### src/rtl/window_line_buffer_if.sv
// Write/read stream bundle for the window line buffer.
// master = producer/consumer side, slave = the buffer itself.
interface window_line_buffer_if #(
  parameter int DATA_W = 16,
  parameter int K      = 3,
  parameter int ROWS   = 5,
  parameter int PWR    = 1,
  parameter int PRD    = 1
);
  localparam int LW = $clog2(ROWS + 1);

  logic [PWR*DATA_W-1:0]   i_data;
  logic                    i_valid;
  logic                    o_ready;
  logic [K*PRD*DATA_W-1:0] o_data;
  logic                    o_valid;
  logic                    i_ready;
  logic                    o_last;
  logic                    o_row_done;
  logic [LW-1:0]           o_level;

  modport master (
    output i_data, i_valid, i_ready,
    input  o_ready, o_data, o_valid, o_last, o_row_done, o_level
  );

  modport slave (
    input  i_data, i_valid, i_ready,
    output o_ready, o_data, o_valid, o_last, o_row_done, o_level
  );
endinterface

### src/rtl/window_line_buffer.sv
// Ring of ROWS row buffers. Rows are written PWR elements per beat; once K
// complete rows exist, a vertical K-tap window is streamed out PRD columns
// per beat. Each finished pass frees the oldest row (stride 1).
module window_line_buffer #(
  parameter int DATA_W = 16,
  parameter int CH     = 8,
  parameter int ROWS   = 5,
  parameter int K      = 3,
  parameter int PWR    = 1,
  parameter int PRD    = 1
) (
  input logic                 i_clk,
  input logic                 i_rst,
  window_line_buffer_if.slave bus
);
  localparam int RW = (ROWS > 1) ? $clog2(ROWS) : 1;
  localparam int CW = (CH > 1) ? $clog2(CH) : 1;
  localparam int LW = $clog2(ROWS + 1);

  logic [DATA_W-1:0]       mem [ROWS][CH];
  logic [RW-1:0]           wr_row, base;
  logic [CW-1:0]           wr_ch, rd_ch;
  logic [LW-1:0]           level;
  logic                    wr_go, wr_end, rd_go, rd_end;
  logic [K*PRD*DATA_W-1:0] rd_win;

  // Modular row arithmetic for a ring that need not be a power of two.
  function automatic logic [RW-1:0] row_add(input logic [RW-1:0] r, input int n);
    int s;
    s = int'(r) + n;
    if (s >= ROWS) s = s - ROWS;
    return RW'(s);
  endfunction

  // Full ring blocks writes; the unconsumed rows are never overwritten.
  assign bus.o_ready = (level < LW'(ROWS));
  assign bus.o_level = level;
  assign wr_go  = bus.i_valid && bus.o_ready && !i_rst;
  assign wr_end = wr_go && (wr_ch == CW'(CH - PWR));
  assign rd_go  = (level >= LW'(K)) && (!bus.o_valid || bus.i_ready);
  assign rd_end = rd_go && (rd_ch == CW'(CH - PRD));

  // Window mux: column j, tap t reads row base+t at channel rd_ch+j.
  for (genvar j = 0; j < PRD; j++) begin : g_col
    for (genvar t = 0; t < K; t++) begin : g_tap
      assign rd_win[(j*K+t)*DATA_W +: DATA_W] = mem[row_add(base, t)][rd_ch + CW'(j)];
    end
  end

  // Row storage; contents survive reset.
  always_ff @(posedge i_clk) begin
    if (wr_go)
      for (int p = 0; p < PWR; p++)
        mem[wr_row][wr_ch + CW'(p)] <= bus.i_data[p*DATA_W +: DATA_W];
  end

  // Pointers, occupancy and the registered output beat.
  always_ff @(posedge i_clk) begin
    if (i_rst) begin
      wr_row         <= '0;
      wr_ch          <= '0;
      base           <= '0;
      rd_ch          <= '0;
      level          <= '0;
      bus.o_row_done <= 1'b0;
      bus.o_valid    <= 1'b0;
      bus.o_last     <= 1'b0;
      bus.o_data     <= '0;
    end else begin
      bus.o_row_done <= wr_end;
      if (wr_go) begin
        wr_ch <= wr_end ? '0 : wr_ch + CW'(PWR);
        if (wr_end) wr_row <= row_add(wr_row, 1);
      end
      if (rd_go) begin
        rd_ch <= rd_end ? '0 : rd_ch + CW'(PRD);
        if (rd_end) base <= row_add(base, 1);
      end
      // Simultaneous row fill and pass end cancel out.
      if (wr_end && !rd_end)
        level <= level + LW'(1);
      else if (rd_end && !wr_end)
        level <= level - LW'(1);
      if (rd_go) begin
        bus.o_valid <= 1'b1;
        bus.o_data  <= rd_win;
        bus.o_last  <= rd_end;
      end else if (bus.i_ready) begin
        bus.o_valid <= 1'b0;
        bus.o_last  <= 1'b0;
      end
    end
  end
endmodule

### src/flat_wrapper.sv
// flat-port wrapper written by rule: the top's interface ports become plain ports
module window_line_buffer_flat 
#(
  parameter int DATA_W = 16,
  parameter int CH     = 8,
  parameter int ROWS   = 5,
  parameter int K      = 3,
  parameter int PWR    = 1,
  parameter int PRD    = 1
)
  (i_clk, i_rst, bus_i_data, bus_i_valid, bus_i_ready, bus_o_ready, bus_o_data, bus_o_valid, bus_o_last, bus_o_row_done, bus_o_level);
  window_line_buffer_if #(.DATA_W(DATA_W), .K(K), .ROWS(ROWS), .PWR(PWR), .PRD(PRD)) bus_i ();
  input logic i_clk;
  input logic i_rst;
  input wire logic [$bits(bus_i.i_data)-1:0] bus_i_data;
  input wire logic [$bits(bus_i.i_valid)-1:0] bus_i_valid;
  input wire logic [$bits(bus_i.i_ready)-1:0] bus_i_ready;
  output wire logic [$bits(bus_i.o_ready)-1:0] bus_o_ready;
  output wire logic [$bits(bus_i.o_data)-1:0] bus_o_data;
  output wire logic [$bits(bus_i.o_valid)-1:0] bus_o_valid;
  output wire logic [$bits(bus_i.o_last)-1:0] bus_o_last;
  output wire logic [$bits(bus_i.o_row_done)-1:0] bus_o_row_done;
  output wire logic [$bits(bus_i.o_level)-1:0] bus_o_level;
  assign bus_i.i_data = bus_i_data;
  assign bus_i.i_valid = bus_i_valid;
  assign bus_i.i_ready = bus_i_ready;
  assign bus_o_ready = bus_i.o_ready;
  assign bus_o_data = bus_i.o_data;
  assign bus_o_valid = bus_i.o_valid;
  assign bus_o_last = bus_i.o_last;
  assign bus_o_row_done = bus_i.o_row_done;
  assign bus_o_level = bus_i.o_level;
  window_line_buffer #(.DATA_W(DATA_W), .CH(CH), .ROWS(ROWS), .K(K), .PWR(PWR), .PRD(PRD)) u_core (.i_clk(i_clk), .i_rst(i_rst), .bus(bus_i));
endmodule
### config.mk
export PLATFORM = sky130hd
export DESIGN_NAME = window_line_buffer_flat
export DESIGN_NICKNAME = d
export VERILOG_FILES = /design/src/rtl/window_line_buffer_if.sv /design/src/rtl/window_line_buffer.sv /design/src/flat_wrapper.sv
export SDC_FILE = /design/constraint.sdc
export NUM_CORES = 2
export LEC_CHECK = 0
export CORE_UTILIZATION = 25
export CTS_BUF_LIST = sky130_fd_sc_hd__clkbuf_4 sky130_fd_sc_hd__clkbuf_8
export DETAILED_ROUTE_END_ITERATION = 10
export GPL_TIMING_DRIVEN = 0
export HOLD_SLACK_MARGIN = 0.12
export PLACE_DENSITY_LB_ADDON = 0.15
export SLEW_MARGIN = 10
export SYNTH_ARGS = -nofsm -noshare
export SYNTH_HDL_FRONTEND = slang
export SYNTH_SLANG_ARGS = --single-unit
export TNS_END_PERCENT = 100
### constraint.sdc
create_clock -name i_clk -period 9.42 [get_ports i_clk]
set_clock_uncertainty 0.05 [all_clocks]
set_input_delay 1.884 -clock i_clk [delete_from_list [all_inputs] [get_ports i_clk]]
set_output_delay 1.884 -clock i_clk [all_outputs]
set_load 0.1 [all_outputs]
==> impl_metrics.env <==
export IMPL_worst_slew_pin_transition_ps=1530
export IMPL_synth_cell_types=73
export IMPL_cts_buffers=138
export IMPL_slew_viol_final=11
export IMPL_cts_num_sinks=706
export IMPL_die_area_um2=148000
export IMPL_max_freq_mhz=164
export IMPL_insertion_delay_ps=920
export IMPL_maxCapViolCount=1
export IMPL_drive_above_1_share=0.237
export IMPL_crit_fanout=10
export IMPL_synth_yosys_seq_area_share=0.560
export IMPL_htreeDepth=4
export IMPL_min_period_over_period=0.648
export IMPL_top_layer_used="met5"
export IMPL_rows=140
export IMPL_slowest_delay_ps=1170
export IMPL_grt_pass1_wl_um=278000
export IMPL_worst_setup_path_type="reg -> reg"
export IMPL_layout_nets=3034
export IMPL_synth_edf_count=640
export IMPL_p_leak_nw=14.1
export IMPL_slowest_stage="clkbuf_1"
export IMPL_ys_flop_type="edfxtp_1"
export IMPL_multi_input_area_um2=15300
export IMPL_ctsHoldBuffers=0
export IMPL_post_dp_hpwl_um=154000
export IMPL_overflow=0
export IMPL_endpoint_kind="flop"
export IMPL_violations="max-capacitance violations, max-slew violations"
export IMPL_route_vias_total=30200
export IMPL_syn_to_final_growth_pct=19.9
export IMPL_fin_cells=5025
export IMPL_grt_total_usage=0.288
export IMPL_root_buffer="clkbuf_8"
export IMPL_die_w_um=385
export IMPL_grt_max_degree=41
export IMPL_numPortBuffers=73
export IMPL_ys_ff_latch=706
export IMPL_place_inst=4776
export IMPL_power_density_nw_per_um2=156
export IMPL_drtIter0Drc=5861
export IMPL_yosysWarnings=0
export IMPL_path_clk_slew_ps=60
export IMPL_cts_max_path_buffers=3
export IMPL_async_reset_ff_frac=0
export IMPL_start_util=0.252
export IMPL_coreArea_um2=146000
export IMPL_post_cts_buffers=0
export IMPL_ios=75
export IMPL_timing_setup_tns_ps=0
export IMPL_crit_required_ps=10110
export IMPL_syn_inst=2734
export IMPL_drc=0
export IMPL_setup_viol=0
export IMPL_irDropWorstVdd_v=0.000111
export IMPL_drtPass1Iterations=6
export IMPL_syn_area_um2=36700
export IMPL_cp_arrival_ps=6790
export IMPL_routabilityCongestion=1.04
export IMPL_crit_top_cell="clkbuf_1"
export IMPL_viasPerCell=6.01
export IMPL_hold_class="reg -> reg"
export IMPL_critPathLaunchType="flop"
export IMPL_final_area_um2=43900
export IMPL_syn_nets=2769
export IMPL_antenna_found_initial=18
export IMPL_die_h_um=385
export IMPL_grt_pass1_vias=28100
export IMPL_hold_viol=0
export IMPL_rrSetupSlack_ps=3320
export IMPL_fin_crit_ps=6100
export IMPL_status="complete, but fails checks"
export IMPL_path_cells="buf_2 -> inv_1 -> ha_1 -> and3b_1 -> o31ai_4 -> xnor2_1 -> and2_1 -> clkbuf_1 -> clkbuf_1 -> a32o_1 -> nor4_1 -> nor3_1 -> o31ai_1"
export IMPL_routedWlPerCell_um=43.0
export IMPL_slew_headroom=-0.0186
export IMPL_nFillCells=14600
export IMPL_dpl_cell_area_um2=41100
export IMPL_wl_met2_um=91700
export IMPL_tritoncts="built"
export IMPL_drt_met1_wl_um=86200
export IMPL_cts_resized=0
export IMPL_rsz0062_at_grt="no"
export IMPL_ant_nets=0
export IMPL_regArea_um2=20500
export IMPL_dr_wl_met3_um=24800
export IMPL_avgSynthCellArea_um2=13.4
export IMPL_wl_um=216000
kinds of logic after synthesis:
group / after synthesis / synth area share
buffers and inverters: 230 / 0.0311
and+or+nand+nor: 882 / 0.104
xor gates and xnor gates: 7 / 0.00208
AOI/OAI and AO/OA: 464 / 0.0892
DFF: 706 / 0.560
muxes: 430 / 0.208
adders and majority gates: 15 / 0.00553
final timing paths:
| kind | from | end | cells after the start |
|---|---|---|---|
| worst max register to register | u_core.base[1]$_SDFFE_PP0P_ | u_core.bus.o_data[30]$_SDFFE_PP0P_ | 13 |
| worst min register to register | u_core.bus.o_valid$_SDFFE_PP0P_ | u_core.bus.o_valid$_SDFFE_PP0P_ | 2 |
| worst max-delay path | u_core.base[1]$_SDFFE_PP0P_ | u_core.bus.o_data[30]$_SDFFE_PP0P_ | 13 |
| worst min-delay path | u_core.bus.o_valid$_SDFFE_PP0P_ | u_core.bus.o_valid$_SDFFE_PP0P_ | 2 |
cell type report:
type,instances,area share
clock buffers,182,0.0522
well taps,1917,0.0546
repair buffers,125,0.0386
diodes,4,0.000228
clock inverters,63,0.0121
inverters,19,0.00162
multi-input cells,1798,0.348
plain buffers,211,0.0252
flip-flops and latches,706,0.467
layout by cell type, fill, tap and decap left out, types with 12 or more instances in the layout:
cell and count:
a22oi_1 52, a221oi_1 15, inv_1 16, o21ai_0 36, o21ai_1 12, clkinv_2 16, mux4_2 254, buf_6 15
nor2_1 77, buf_16 12, edfxtp_1 640, dfxtp_1 66, o211ai_1 12, clkbuf_8 148, mux2i_1 157, clkdlybuf4s50_1 57
a32oi_1 27, clkbuf_4 34, clkbuf_2 21, clkinv_1 30, nand2_1 492, clkbuf_1 76, a211oi_1 18, a311oi_1 18
buf_2 77, o22ai_1 44, nand3_1 98, and3_1 32, nand4_1 25, nor2_4 34, nor4_1 29, a31oi_1 48
buf_12 29, o221ai_1 17, buf_4 24, buf_1 16, ha_1 13, a21oi_1 91, nor3_1 39
stage by stage:
step           worst slack (ps)  total power, W  utilization  hold WS [ps]
2_1_floorplan              4050         0.00351            -           473
3_3_place_gp               2480         0.00359        0.273           422
3_5_place_dp               3040         0.00359        0.282           426
4_1_cts                    3640         0.00688        0.302           437
5_1_grt                    3420         0.00701        0.302           463
6_report                   3320         0.00685        0.302           431
synth_stat cells, types with 25 or more instances:
cell type | instances | area [µm²]
a21oi_1 | 91 | 455
a22oi_1 | 53 | 398
a31oi_1 | 48 | 300
a32oi_1 | 27 | 236
and3_1 | 32 | 200
buf_1 | 26 | 97.6
buf_2 | 51 | 255
clkbuf_1 | 97 | 364
dfxtp_1 | 66 | 1320
edfxtp_1 | 640 | 19200
mux2i_1 | 159 | 1590
mux4_2 | 254 | 5720
nand2_1 | 492 | 1850
nand3_1 | 98 | 490
nand4_1 | 25 | 156
nor2_1 | 119 | 447
nor3_1 | 42 | 210
nor4_1 | 29 | 181
o21ai_0 | 38 | 190
o22ai_1 | 44 | 275
where the power goes:
part | switching [W] | leakage [nW] | internal (W)
Sequential | 0.00000561 | 6.29 | 0.00342
Combinational | 0.0000856 | 6.34 | 0.0000206
Clock | 0.00151 | 1.48 | 0.00181
worst max-delay path, delay by kind of cell (launching register included):
| kind | cells | cell delay [ps] |
|---|---|---|
| simple gates | 4 | 920 |
| xor+xnor | 1 | 1000 |
| fa+ha+maj | 1 | 380 |
| buf+inv | 4 | 2550 |
| flops | 1 | 350 |
| compound gates | 3 | 670 |
flip-flops by register name, summed over array words and instances, names as in the netlist:
signal	cells
u_core.base	3
u_core.bus.o_last	1
u_core.bus.o_row_done	1
u_core.mem	640
u_core.bus.o_level	3
u_core.wr_row	3
u_core.bus.o_data	48
u_core.wr_ch	3
u_core.bus.o_valid	1
u_core.rd_ch	3
layer usage:
layer / vias up / track usage
met2: 2458 / 0.419
li1: 11500 / -
met4: 12 / 0.158
met5: - / 0
met3: 558 / 0.0868
met1: 15700 / 0.381
(Power assumes the default switching activity.)
